===== src/rtl/pipeline_pkg.sv =====
// Shared types for the 5-stage core: forwarding selects, result-source codes
// and the data-memory wait FSM states.
package pipeline_pkg;

  typedef enum logic [1:0] {
    FWD_NONE = 2'b00,
    FWD_W    = 2'b01,
    FWD_M    = 2'b10
  } fwd_sel_t;

  localparam logic [1:0] RESULT_SRC_MEM = 2'b01;

  typedef enum logic [1:0] {
    IDLE,
    WAIT,
    DONE
  } mem_fsm_t;

endpackage


===== src/rtl/hazard_controller_if.sv =====
// Pipeline-status / hazard-control bundle between the datapath (master) and
// the hazard controller (slave).
interface hazard_controller_if #(
  parameter int unsigned REG_AW = 5
);
  logic [REG_AW-1:0] rs1D;
  logic [REG_AW-1:0] rs2D;
  logic [REG_AW-1:0] rs1E;
  logic [REG_AW-1:0] rs2E;
  logic [REG_AW-1:0] rdE;
  logic [1:0]        resultSrcE;
  logic              PCSrcE;
  logic [REG_AW-1:0] rdM;
  logic              regWriteM;
  logic              memReqM;
  logic [REG_AW-1:0] rdW;
  logic              regWriteW;

  logic              stallF;
  logic              stallD;
  logic              stallE;
  logic              stallM;
  logic              flushD;
  logic              flushE;
  logic              flushW;
  logic [1:0]        forwardAE;
  logic [1:0]        forwardBE;
  logic              memBusy;

  modport master (
    output rs1D, rs2D, rs1E, rs2E, rdE, resultSrcE, PCSrcE,
           rdM, regWriteM, memReqM, rdW, regWriteW,
    input  stallF, stallD, stallE, stallM, flushD, flushE, flushW,
           forwardAE, forwardBE, memBusy
  );

  modport slave (
    input  rs1D, rs2D, rs1E, rs2E, rdE, resultSrcE, PCSrcE,
           rdM, regWriteM, memReqM, rdW, regWriteW,
    output stallF, stallD, stallE, stallM, flushD, flushE, flushW,
           forwardAE, forwardBE, memBusy
  );
endinterface


===== src/rtl/forwarding_unit.sv =====
// E-stage operand forwarding select; M-stage result takes priority over W,
// and x0 is never forwarded.
module forwarding_unit
  import pipeline_pkg::*;
#(
  parameter int unsigned REG_AW = 5
) (
  input  logic [REG_AW-1:0] rs1E,
  input  logic [REG_AW-1:0] rs2E,
  input  logic [REG_AW-1:0] rdM,
  input  logic              regWriteM,
  input  logic [REG_AW-1:0] rdW,
  input  logic              regWriteW,
  output fwd_sel_t          forwardAE,
  output fwd_sel_t          forwardBE
);

  function automatic fwd_sel_t fwd_sel(
    input logic [REG_AW-1:0] rs,
    input logic [REG_AW-1:0] rd_m,
    input logic              we_m,
    input logic [REG_AW-1:0] rd_w,
    input logic              we_w
  );
    if (we_m && (rd_m != '0) && (rd_m == rs)) return FWD_M;
    if (we_w && (rd_w != '0) && (rd_w == rs)) return FWD_W;
    return FWD_NONE;
  endfunction

  always_comb begin
    forwardAE = fwd_sel(rs1E, rdM, regWriteM, rdW, regWriteW);
    forwardBE = fwd_sel(rs2E, rdM, regWriteM, rdW, regWriteW);
  end

endmodule


===== src/rtl/hazard_controller.sv =====
// Pipeline hazard control: load-use and branch flushes, E-stage forwarding,
// and a whole-pipeline hold while a multi-cycle data-memory access sits in M.
module hazard_controller
  import pipeline_pkg::*;
#(
  parameter int unsigned REG_AW   = 5,
  parameter int unsigned MEM_WAIT = 2,
  parameter int unsigned CNT_W    = 4
) (
  input logic               clk,
  input logic               reset,
  hazard_controller_if.slave hz
);

  localparam logic             MEM_EN    = (MEM_WAIT > 0);
  localparam logic [CNT_W-1:0] WAIT_LOAD = CNT_W'((MEM_WAIT > 0) ? MEM_WAIT - 1 : 0);

  mem_fsm_t         state, state_next;
  logic [CNT_W-1:0] cnt, cnt_next;
  logic             mem_stall;
  logic             lw_stall;
  fwd_sel_t         fwd_a, fwd_b;

  forwarding_unit #(
    .REG_AW(REG_AW)
  ) u_fwd (
    .rs1E      (hz.rs1E),
    .rs2E      (hz.rs2E),
    .rdM       (hz.rdM),
    .regWriteM (hz.regWriteM),
    .rdW       (hz.rdW),
    .regWriteW (hz.regWriteW),
    .forwardAE (fwd_a),
    .forwardBE (fwd_b)
  );

  always_ff @(posedge clk) begin
    if (reset) begin
      state <= IDLE;
      cnt   <= '0;
    end else begin
      state <= state_next;
      cnt   <= cnt_next;
    end
  end

  // DONE is the access's final cycle in M: no stall, and memReqM there belongs
  // to the leaving instruction, so it must not retrigger the wait.
  always_comb begin
    state_next = state;
    cnt_next   = cnt;
    case (state)
      IDLE: begin
        if (hz.memReqM && MEM_EN) begin
          if (MEM_WAIT == 1) begin
            state_next = DONE;
          end else begin
            state_next = WAIT;
            cnt_next   = WAIT_LOAD;
          end
        end
      end
      WAIT: begin
        cnt_next = cnt - CNT_W'(1);
        if (cnt == CNT_W'(1)) state_next = DONE;
      end
      DONE:    state_next = IDLE;
      default: state_next = IDLE;
    endcase
  end

  always_comb begin
    mem_stall = ((state == IDLE) && hz.memReqM && MEM_EN) || (state == WAIT);
    lw_stall  = (hz.resultSrcE == RESULT_SRC_MEM) && (hz.rdE != '0) &&
                ((hz.rdE == hz.rs1D) || (hz.rdE == hz.rs2D));
  end

  // A memory hold freezes E, so branch/load-use actions are deferred, not lost.
  assign hz.stallF    = mem_stall | (lw_stall & ~hz.PCSrcE);
  assign hz.stallD    = mem_stall | (lw_stall & ~hz.PCSrcE);
  assign hz.stallE    = mem_stall;
  assign hz.stallM    = mem_stall;
  assign hz.flushW    = mem_stall;
  assign hz.flushD    = hz.PCSrcE & ~mem_stall;
  assign hz.flushE    = (hz.PCSrcE | lw_stall) & ~mem_stall;
  assign hz.forwardAE = fwd_a;
  assign hz.forwardBE = fwd_b;
  assign hz.memBusy   = (state != IDLE);

endmodule

===== src/flat_wrapper.sv =====
// flat-port wrapper written by rule: the top's interface ports become plain ports
module hazard_controller_flat import pipeline_pkg::*;
#(
  parameter int unsigned REG_AW   = 5,
  parameter int unsigned MEM_WAIT = 2,
  parameter int unsigned CNT_W    = 4
)
  (clk, reset, hz_rs1D, hz_rs2D, hz_rs1E, hz_rs2E, hz_rdE, hz_resultSrcE, hz_PCSrcE, hz_rdM, hz_regWriteM, hz_memReqM, hz_rdW, hz_regWriteW, hz_stallF, hz_stallD, hz_stallE, hz_stallM, hz_flushD, hz_flushE, hz_flushW, hz_forwardAE, hz_forwardBE, hz_memBusy);
  hazard_controller_if #(.REG_AW(REG_AW)) hz_i ();
  input logic clk;
  input logic reset;
  input wire logic [$bits(hz_i.rs1D)-1:0] hz_rs1D;
  input wire logic [$bits(hz_i.rs2D)-1:0] hz_rs2D;
  input wire logic [$bits(hz_i.rs1E)-1:0] hz_rs1E;
  input wire logic [$bits(hz_i.rs2E)-1:0] hz_rs2E;
  input wire logic [$bits(hz_i.rdE)-1:0] hz_rdE;
  input wire logic [$bits(hz_i.resultSrcE)-1:0] hz_resultSrcE;
  input wire logic [$bits(hz_i.PCSrcE)-1:0] hz_PCSrcE;
  input wire logic [$bits(hz_i.rdM)-1:0] hz_rdM;
  input wire logic [$bits(hz_i.regWriteM)-1:0] hz_regWriteM;
  input wire logic [$bits(hz_i.memReqM)-1:0] hz_memReqM;
  input wire logic [$bits(hz_i.rdW)-1:0] hz_rdW;
  input wire logic [$bits(hz_i.regWriteW)-1:0] hz_regWriteW;
  output wire logic [$bits(hz_i.stallF)-1:0] hz_stallF;
  output wire logic [$bits(hz_i.stallD)-1:0] hz_stallD;
  output wire logic [$bits(hz_i.stallE)-1:0] hz_stallE;
  output wire logic [$bits(hz_i.stallM)-1:0] hz_stallM;
  output wire logic [$bits(hz_i.flushD)-1:0] hz_flushD;
  output wire logic [$bits(hz_i.flushE)-1:0] hz_flushE;
  output wire logic [$bits(hz_i.flushW)-1:0] hz_flushW;
  output wire logic [$bits(hz_i.forwardAE)-1:0] hz_forwardAE;
  output wire logic [$bits(hz_i.forwardBE)-1:0] hz_forwardBE;
  output wire logic [$bits(hz_i.memBusy)-1:0] hz_memBusy;
  assign hz_i.rs1D = hz_rs1D;
  assign hz_i.rs2D = hz_rs2D;
  assign hz_i.rs1E = hz_rs1E;
  assign hz_i.rs2E = hz_rs2E;
  assign hz_i.rdE = hz_rdE;
  assign hz_i.resultSrcE = hz_resultSrcE;
  assign hz_i.PCSrcE = hz_PCSrcE;
  assign hz_i.rdM = hz_rdM;
  assign hz_i.regWriteM = hz_regWriteM;
  assign hz_i.memReqM = hz_memReqM;
  assign hz_i.rdW = hz_rdW;
  assign hz_i.regWriteW = hz_regWriteW;
  assign hz_stallF = hz_i.stallF;
  assign hz_stallD = hz_i.stallD;
  assign hz_stallE = hz_i.stallE;
  assign hz_stallM = hz_i.stallM;
  assign hz_flushD = hz_i.flushD;
  assign hz_flushE = hz_i.flushE;
  assign hz_flushW = hz_i.flushW;
  assign hz_forwardAE = hz_i.forwardAE;
  assign hz_forwardBE = hz_i.forwardBE;
  assign hz_memBusy = hz_i.memBusy;
  hazard_controller #(.REG_AW(REG_AW), .MEM_WAIT(MEM_WAIT), .CNT_W(CNT_W)) u_core (.clk(clk), .reset(reset), .hz(hz_i));
endmodule

===== config.mk =====
export PLATFORM = sky130hd
export DESIGN_NAME = hazard_controller_flat
export DESIGN_NICKNAME = d
export VERILOG_FILES = /design/src/rtl/pipeline_pkg.sv /design/src/rtl/hazard_controller_if.sv /design/src/rtl/forwarding_unit.sv /design/src/rtl/hazard_controller.sv /design/src/flat_wrapper.sv
export SDC_FILE = /design/constraint.sdc
export NUM_CORES = 1
export LEC_CHECK = 0
export CAP_MARGIN = 20
export CORE_UTILIZATION = 30
export DETAILED_ROUTE_END_ITERATION = 7
export PLACE_DENSITY = 0.83
export SYNTH_ARGS = -nofsm -noshare
export SYNTH_HDL_FRONTEND = slang
export SYNTH_SLANG_ARGS = --single-unit
export TNS_END_PERCENT = 30

===== constraint.sdc =====
create_clock -name clk -period 1.2 [get_ports clk]
set_clock_uncertainty 0.15 [all_clocks]
set_input_delay 0.12 -clock clk [delete_from_list [all_inputs] [get_ports clk]]
set_output_delay 0.12 -clock clk [all_outputs]
set_load 0.02 [all_outputs]

==> results <==
[worst reg2reg max path, cell delays in order (launching register included)]
cell,delay [ps]
dfxtp_4,350
inv_1,50
ha_1,150
mux2_2,340
a22oi_2,120
nor2_1,50
[registers in the layout, summed over array words and instances, names as in the netlist]
signal        cells
u_core.state      2
u_core.cnt        4
[synth_stat cells, drive strengths merged]
master  number  area [sq um]
nand2        2         7.510
or2          1         6.260
nor4         4         37.53
inv          4         15.01
nand2b       2         12.51
buf          3         22.52
a22oi        3         22.52
o41ai        2         17.52
xnor2        6         52.55
dfxtp        6         120.1
nand3        2         10.01
or4          5         41.29
xor2        24         210.2
a311oi       1         8.760
nor2        12         45.04
ha           2         25.02
a21oi        2         10.01
nor3         4         20.02
o21bai       1         11.26
mux2         2         22.52
o21ai        2         13.76
[cells by family after synthesis]
kind of cell	count (synthesis)
buffers and inverters	7
XOR/XNOR	30
adder cells (fa/ha/maj)	2
AO/OA/AOI/OAI	11
flip-flops	6
AND/OR/NAND/NOR	32
multiplexers	2
[what timing repair did]
action / 4_1_cts / 5_1_grt
pin swaps: 28 / 16
setup endpoints to repair: 16 / 17
buffers inserted: 2 / 1
gates resized for setup: 158 / 47
cloned: 0 / 0
[power by group through the flow]
| stage | logic, mW | registers (mW) | clock network [mW] |
|---|---|---|---|
| after CTS | 0.606 | 0.239 | 0.191 |
| after global routing | 0.679 | 0.243 | 0.190 |
| final | 0.635 | 0.241 | 0.178 |
| after global placement | 0.588 | 0.237 | 0 |
| after detailed placement | 0.606 | 0.238 | 0 |
| after floorplan | 0.275 | 0.240 | 0 |
[routing by layer]
layer	wire, um	share of wire	vias up	track usage
met5	0	0	-	0
met1	1139	0.39	432	0.2301
met4	33	0.011	0	0.08559
met2	1560	0.54	36	0.4351
li1	-	-	472	-
met3	168	0.058	4	0.04464
[how the worst max path moves through the flow]
| stage | startpoint | to | cells past startpoint |
|---|---|---|---|
| after floorplan | hz_rdE[2] | hz_stallF | 5 |
| after global placement | hz_rdW[1] | hz_forwardBE[0] | 6 |
| after detailed placement | hz_rdW[4] | hz_forwardBE[0] | 6 |
| after CTS | hz_rdM[3] | hz_forwardAE[0] | 7 |
| after global routing | hz_rdM[2] | hz_forwardBE[0] | 7 |
| final | hz_rdM[2] | hz_forwardBE[0] | 7 |
[cell type report]
cell class | instances | area share
Timing Repair Buffer | 79 | 0.3926
Multi-Input combinational cell | 77 | 0.4828
Clock buffer | 3 | 0.01411
Tap cell | 28 | 0.02194
Inverter | 4 | 0.009404
Sequential cell | 6 | 0.07915
==> flow_summary.ini <==
[outcome]
status = finished, violations left
violations = setup timing

[placed_design]
place_congestion = 0.8478
placed_area_sq_um = 1533
dpl_worst_slack_ps = -1361
dp.cells = 192
hpwl_mm = 2.247
io_buffer_count = 54

[setup_path]
r2r_end = u_core.cnt[2]
cp_common_cell = buf_6
critPathSlowestCell = or4_4
reg2regPathDepth = 5
critPathKind = primary input to output pin
endpoint_kind = output pin
cp_max_fo = 2
cp_data_required_time_ps = 930
path_cells = buf_6 > or4_4 > o21ai_4 > buf_6 > nor4_4 > nor4_2 > buf_2
max_stage_delay_ps = 540
cp-start-kind = primary input
crit_family = simple AND/OR/NAND/NOR gates
path_buf_inv = 3
r2r_setup_slack_ps = -140
critical_path_arrival_ps = 1410
reg2reg_from = u_core.cnt[0]

[global_route]
grt_max_degree = 7
grt_usage = 0.2243
antenna_found_initial = 0
grt_pass1_vias = 970
overflow = 0
grt_pass1_wl_mm = 4.333

[sta]
period_minus_slack_ps = 1683
slew_viol_final = 0
tns_ps = -3708
timing.final.crit_share = 1.402
hold_slack_ps = 391.9
relSlewSlack = 0.7599
setup_slack_ps = -482.5
finalHoldViolCount = 0
max_freq_mhz = 594.3
max_slew.worst_pin.slew_ps = 360.1
rsz0062_at_grt = true
setup_viol = 14

[yosys]
ys_types = 24
yosysSeqAreaShare = 0.1641
avgSynthCellArea_sq_um = 8.133
synth_top_family_by_area = XOR/XNOR gates
synth-adder-area-share = 0.03419
synth_xor_area_frac = 0.3590
synthMuxAreaShare = 0.03077
synth_nets = 135
synth_compound_area_frac = 0.1145
syn_area_sq_um = 732.0
netlist_instances = 90
ys_ff_latch = 6
yosys.area_share.simple = 0.2462
ys_warn_count = 0

[routing]
wirelength_mm = 2.901
drt-initial-drc-count = 11
vias = 944
detail_route.wl_per_cell_um = 14.73
first_pass_iters = 4
post-route-drc-count = 0
drtAntennaViolNets = 0
vias_per_cell = 4.792

[power_and_ir_drop]
totalPowerFinal_mw = 1.054
ir_drop_v = 0.0006713
p_int_mw = 0.6678
p_comb_frac = 0.602
swShare = 0.3666
p_leak_nw = 0.7866
seq_power_share = 0.228
power_density_nw_per_um2 = 660.4
switchingPower_mw = 0.3866
p_clk_frac = 0.169

[die]
io_pins = 55
die_y_um = 51.40
start_util = 0.3246
die_width_um = 51.40
die_area_sq_um = 2641
rows = 17
core_sq_um = 2255

[run]
cap_violations = 0

[cells_and_area]
fin_util = 0.7081
final_cell_mix = buf_4, xor2_1, buf_2
synthToLayoutAreaGrowth_pct = 118.1
num-nets-final = 216
fillers = 175
seq_area_sq_um = 126.4
layout_commonest_cell = buf_4
final_design_area_no_fill_sq_um = 1597
final_cells = 197
drive_gt1_frac = 0.5976
n_antenna_cell = 0
multi_input_area_sq_um = 770.7

[clock_network]
cts_tree = built
clockRootBuffer = clkbuf_4
worstSkewPairLatency_ps = 240
htreeDepth = 1
clock_path_buffers = 2
clock_sinks = 6
cts_made_buffers = 3
path_clk_slew_ps = 40
holdBufCountCts = 0

[hold_path]
hold_depth = 2
min_to = u_core.cnt[1]
holdCritStartpoint = u_core.cnt[1]
hold_path.class = register to register
Note: power is estimated with default switching activity, not from simulation.
